### config.mk
export PLATFORM = sky130hd
export DESIGN_NAME = piso_y
export DESIGN_NICKNAME = d
export VERILOG_FILES = /design/src/rtl/piso_y.sv
export SDC_FILE = /design/constraint.sdc
export NUM_CORES = 1
export LEC_CHECK = 0
export CAP_MARGIN = 40
export CORE_MARGIN = 5
export CORE_UTILIZATION = 55
export CTS_CLUSTER_DIAMETER = 60
export DETAILED_ROUTE_END_ITERATION = 8
export PLACE_DENSITY_LB_ADDON = 0.08
export SLEW_MARGIN = 40
export SYNTH_ARGS = -nofsm -noshare
export SYNTH_HDL_FRONTEND = slang
export SYNTH_SLANG_ARGS = --single-unit
### constraint.sdc
create_clock -name clk -period 5.59 [get_ports clk]
set_clock_uncertainty 0.05 [all_clocks]
set_input_delay 1.118 -clock clk [delete_from_list [all_inputs] [get_ports clk]]
set_output_delay 1.118 -clock clk [all_outputs]
set_load 0.01 [all_outputs]
### src/rtl/piso_y.sv
`default_nettype none
// ============================================================================
// piso_y : collects one row of PE results and streams it out word by word
// Rev 1.0
// ============================================================================
module piso_y #(
    parameter int DATA_WIDTH = 16,
    parameter int PE_NUM     = 8,
    parameter int ROW_NUM    = 32
) (
    input  logic                             clk,
    input  logic                             rst_n,
    input  logic                             p_in_v,
    output logic                             p_in_ready,
    input  logic [PE_NUM*DATA_WIDTH*2-1:0]   p_in,
    output logic                             s_out_v,
    input  logic                             s_out_ready,
    output logic [DATA_WIDTH*2-1:0]          s_out,
    output logic                             s_out_row_last,
    output logic                             s_out_frame_last
);

    localparam int C_WORD_W = DATA_WIDTH * 2;
    localparam int C_ROW_W  = PE_NUM * C_WORD_W;
    localparam int C_WCW    = (PE_NUM  > 1) ? $clog2(PE_NUM)  : 1;
    localparam int C_RCW    = (ROW_NUM > 1) ? $clog2(ROW_NUM) : 1;
    localparam logic [C_WCW-1:0] C_LAST_WORD = C_WCW'(PE_NUM - 1);
    localparam logic [C_RCW-1:0] C_LAST_ROW  = C_RCW'(ROW_NUM - 1);

    typedef enum logic {
        EMPTY = 1'b0,
        SHIFT = 1'b1
    } state_t;

    state_t               state_q, state_d;
    logic [C_WCW-1:0]     word_cnt_q, word_cnt_d;
    logic [C_RCW-1:0]     row_cnt_q, row_cnt_d;
    logic [C_ROW_W-1:0]   hold_q, hold_d;
    logic [C_WORD_W-1:0]  s_out_q, s_out_d;
    logic                 s_out_v_q, s_out_v_d;
    logic                 row_last_q, row_last_d;
    logic                 frame_last_q, frame_last_d;

    logic w_accept;
    logic w_consume;

    // Ready looks through s_out_ready on the last word so the next row lands with no bubble
    assign p_in_ready = (state_q == EMPTY) ||
                        ((word_cnt_q == C_LAST_WORD) && s_out_ready);
    assign w_accept   = p_in_v && p_in_ready;
    assign w_consume  = s_out_v_q && s_out_ready;

    always_comb begin
        state_d    = state_q;
        word_cnt_d = word_cnt_q;
        row_cnt_d  = row_cnt_q;
        hold_d     = hold_q;

        case (state_q)
            EMPTY: begin
                if (w_accept) begin
                    hold_d     = p_in;
                    word_cnt_d = '0;
                    state_d    = SHIFT;
                end
            end
            SHIFT: begin
                if (w_consume) begin
                    if (word_cnt_q != C_LAST_WORD) begin
                        word_cnt_d = word_cnt_q + C_WCW'(1);
                    end else begin
                        row_cnt_d  = (row_cnt_q == C_LAST_ROW) ? '0 : row_cnt_q + C_RCW'(1);
                        word_cnt_d = '0;
                        if (p_in_v) begin
                            hold_d = p_in;
                        end else begin
                            state_d = EMPTY;
                        end
                    end
                end
            end
            default: begin
                state_d = EMPTY;
            end
        endcase

        // Outputs are computed from next-state values so they register cleanly
        s_out_v_d    = (state_d == SHIFT);
        s_out_d      = s_out_v_d ? hold_d[int'(word_cnt_d)*C_WORD_W +: C_WORD_W] : '0;
        row_last_d   = s_out_v_d && (word_cnt_d == C_LAST_WORD);
        frame_last_d = row_last_d && (row_cnt_d == C_LAST_ROW);
    end

    always_ff @(posedge clk or negedge rst_n) begin
        if (!rst_n) begin
            state_q      <= EMPTY;
            word_cnt_q   <= '0;
            row_cnt_q    <= '0;
            hold_q       <= '0;
            s_out_q      <= '0;
            s_out_v_q    <= 1'b0;
            row_last_q   <= 1'b0;
            frame_last_q <= 1'b0;
        end else begin
            state_q      <= state_d;
            word_cnt_q   <= word_cnt_d;
            row_cnt_q    <= row_cnt_d;
            hold_q       <= hold_d;
            s_out_q      <= s_out_d;
            s_out_v_q    <= s_out_v_d;
            row_last_q   <= row_last_d;
            frame_last_q <= frame_last_d;
        end
    end

    assign s_out            = s_out_q;
    assign s_out_v          = s_out_v_q;
    assign s_out_row_last   = row_last_q;
    assign s_out_frame_last = frame_last_q;

endmodule
`default_nettype wire
== Yosys cells after proc, flatten, opt, wreduce, memory -nomap -nowiden ==
Index checks and enable logic that the tools add are counted.
Storage, ports and cells
  register bits: 299
  input bits: 260
  output and inout port bits: 36
  word-level logic and storage cells: 41
Cells by class
  add/subtract/negate cells: 2
  equal/unequal tests: 5
  shift-type cells: 1
  mux-type cells: 19
  bitwise logic cells: 1
  reductions and logical operators: 6
Operators by type and width (count)
  256-bit 2-to-1 mux: 4
  256-bit case mux with 2 select lines: 1
  256-bit by 9-bit indexed part select with 32-bit output: 1
  32-bit 2-to-1 mux: 1
  5-bit 2-to-1 mux: 4
  5-bit equality test (second input constant): 2
  3-bit 2-to-1 mux: 3
  3-bit equality test (second input constant): 2
  3-bit case mux with 2 select lines: 1
  5-bit by 1-bit adder with 5-bit output (second input constant): 1
  1-bit logical AND: 5
  1-bit 2-to-1 mux: 4
  3-bit by 1-bit adder with 3-bit output (second input constant): 1
  3-bit != test (second input constant): 1
  1-bit case mux with 2 select lines: 1
  1-bit logical OR: 1
  1-bit inverter: 1

== Logic depth before layout (Yosys ltp) ==
  depth in word-level cells: 9
  mapped depth: 11

== Worst setup path before layout ==
OpenSTA, ideal clock, no wires.
  path kind: input to output
  from: in s_out_ready
  to: out p_in_ready
  arrival: 1.656 ns
  data required time: 4.422 ns
  path slack: 2.766 ns
  cell stages on the path: 3
  buffers on the path: 1
  cells stage by stage: a21boi_1 -> inv_2 -> clkbuf_1
Between the ends
  word-level cells in the longest chain between the ends: 2
Ends and longest elaborated chain
  start, declared: RTL line 17  | input logic s_out_ready,
  1-bit logical AND: RTL line 49  | ((word_cnt_q == C_LAST_WORD) && s_out_ready);
  1-bit logical OR: RTL line 48  | assign p_in_ready = (state_q == EMPTY) ||
  end, declared: RTL line 14  | output logic p_in_ready,
No other way between the ends.

== Final worst setup path ==
Ends and elaborated chain as after synthesis.

==> reports/metrics.cfg <==
[critical_path]
required_ps=4420
crit_type=input pin to output port
arrival_ps=2940
cp_max_fo=45
cp-end-kind=output port
critPathLaunchType=input pin

[clocking]
cts_root_buf=clkbuf_16
holdBufCountCts=0
cts_buffers=34
post-cts-setup-buffers=0
cts_buffer_depth=3
clock_latency_ps=510
cts_tree=done
cts.clk_slew.worst_paths_ps=60
clkSinkCount=299
cts_resized=0
htreeDepth=2

[yosys]
synth_top_area_share_pct=53.8
ys_seq_area_share_pct=53.8
synthTopCellsByCount=nand2_1 (650), dfrtp_1 (299), clkbuf_1 (100), o21ai_0 (96), and3_1 (65)
yosys.area.top_type=dfrtp_1
yosys.area_share.xor_xnor_pct=0
synth_fa_ha_area_share_pct=0.360
synth_top_family_by_area=simple AND/OR/NAND/NOR gates
syn_inst=1605
synthMuxAreaShare_pct=0.540
yosysWarningCount=0
synth-edff-count=0
yosysUniqueCellTypes=36
async_reset_ff_share_pct=100
synth.most_common_cell=nand2_1
syn-cell-area_sq_um=13900
synth_ff_type=dfrtp_1
synth-seq-cells=299
synthTopCellsByArea=dfrtp_1 (54%), nand2_1 (18%), o21ai_0 (3.5%)
synthSimpleGateAreaFrac_pct=24.0
synth_nets=1869
syn_avg_cell_area_sq_um=8.67
synth_compound_area_share_pct=16.4

[routing]
drc_errors=0
ant_nets=0
vias=13100
drtPass1Iterations=6
wl_per_cell_um=21.0
postRouteWirelength_um=45900
viasPerCell=5.98
drtIter0Drc=1550

[global_routing]
grt_pass1_vias=12800
gr-total-overflow=0
grt_usage_pct=31.3
grt_max_degree=117
grt_pass1_wl_um=71700
antenna_found_initial=3

[sta]
slew_headroom_pct=46.9
setup_viol_count_final=0
max_freq_mhz=243
slew_viol_final=0
grt_setup_unrepaired=false
timing_hold_violations_final=0
fin_crit_sh_pct=73.5
tightestPinTransition_ps=797
period_minus_slack_ps=4110
tns_ps=0

[layout]
drive_above_1_share_pct=5.07
fin_nets=2094
fillCellCount=1937
final_area_sq_um=18100
area_delta_synth_final_pct=30.3

[run_status]
outcome=completed

[floorplan]
die_h_um=169
coreArea_sq_um=25000
die_w_um=169
boundaryPins=296
start_util_pct=55.6
die-area_sq_um=28600
std_cell_rows=58

[placement]
io_buffers=295
place.gp.congestion=0.918
dp_hpwl_um=30000
placed_area_sq_um=17000

[pwr]
powerDensity_nw_per_um2=545
vdd_drop_max_v=0.000344
cellLeakagePower_nw=8.62

[job]
drv_cap=0

[min_path]
hold_path.class=flop to flop

## registers in the layout, indices dropped and copies added, names as in the netlist
register	flops
hold_q	256
s_out	32
row_cnt_q	5
word_cnt_q	3
s_out_frame_last	1
s_out_row_last	1
s_out_v	1
## placed cells by master, fill, tap and decap left out, types with 3 or more instances in the layout
cell	instances
o21ai_0	96
dfrtp_1	299
nand2b_1	31
clkdlybuf4s50_1	293
o32a_1	30
clkbuf_8	5
clkbuf_1	11
o32ai_1	31
inv_1	37
buf_12	3
o2111ai_1	32
nand3_1	35
ha_1	4
o211ai_1	32
o31ai_1	61
clkbuf_16	35
buf_4	24
nand2_1	649
nor2_1	9
a31oi_1	33
mux2i_1	3
clkinv_2	4
and3_1	65
mux2_2	4
## critical path: stages
cell	delay, ps
clkdlybuf4s50_1	550
a21boi_4	190
buf_4	450
inv_2	120
clkdlybuf4s50_1	500
## per-stage QoR
stage | power, mW | hold WS [ps] | worst slack [ps] | std cells | utilization (%)
3_5_place_dp | 7.65 | 409 | 1440 | 2123 | 68.0
5_1_grt | 10.5 | 429 | 1420 | 2183 | 72.4
6_report | 9.87 | 423 | 1480 | 2184 | 72.4
2_1_floorplan | 6.07 | 388 | 2770 | 1605 | -
4_1_cts | 9.83 | 423 | 1490 | 2182 | 72.3
3_3_place_gp | 7.53 | 401 | 1460 | 2123 | 68.0
## path summary, 6_finish.rpt
path | from | to | slack (ps) | cells past startpoint
worst max register to register | word_cnt_q[0] | s_out[25] | 2230 | 10
min in group asynchronous | rst_n | hold_q[22] | 500 | 1
max in group asynchronous | rst_n | hold_q[74] | 3840 | 3
worst max-delay path | s_out_ready | p_in_ready | 1480 | 5
worst min register to register | hold_q[156] | hold_q[156] | 420 | 2
worst min-delay path | hold_q[156] | hold_q[156] | 420 | 2
## final cells by class
cell class	count	area, sq um	share of cell area (%)
Clock inverter	8	76.3	0.421
Tap cell	330	413	2.28
Antenna cell	1	2.50	0.0138
Timing Repair Buffer	322	3220	17.7
Inverter	39	149	0.822
Clock buffer	51	986	5.44
Sequential cell	299	7480	41.3
Multi-Input combinational cell	1134	5800	32.0
## routing by layer
layer,vias up,track usage [%],part of all wire [%]
li1,5928,-,-
met1,6329,46.4,42
met2,702,46.9,45
met3,100,6.63,9.7
met4,4,9.03,3.0
met5,-,0,0.046
## cells by family (layout without fill, tap and decap cells)
kind of cell	count (synthesis)	after routing
flops	299	299
simple gates	802	802
compound gates	321	321
mux	7	7
buf+inv	172	420
other cells	0	1
fa+ha+maj	4	4
## where the power goes
group	internal [mW]	switching, mW
logic	1.66	2.39
registers	3.19	0.466
clock network	1.27	0.885
Power figures use the tool's default switching activity.
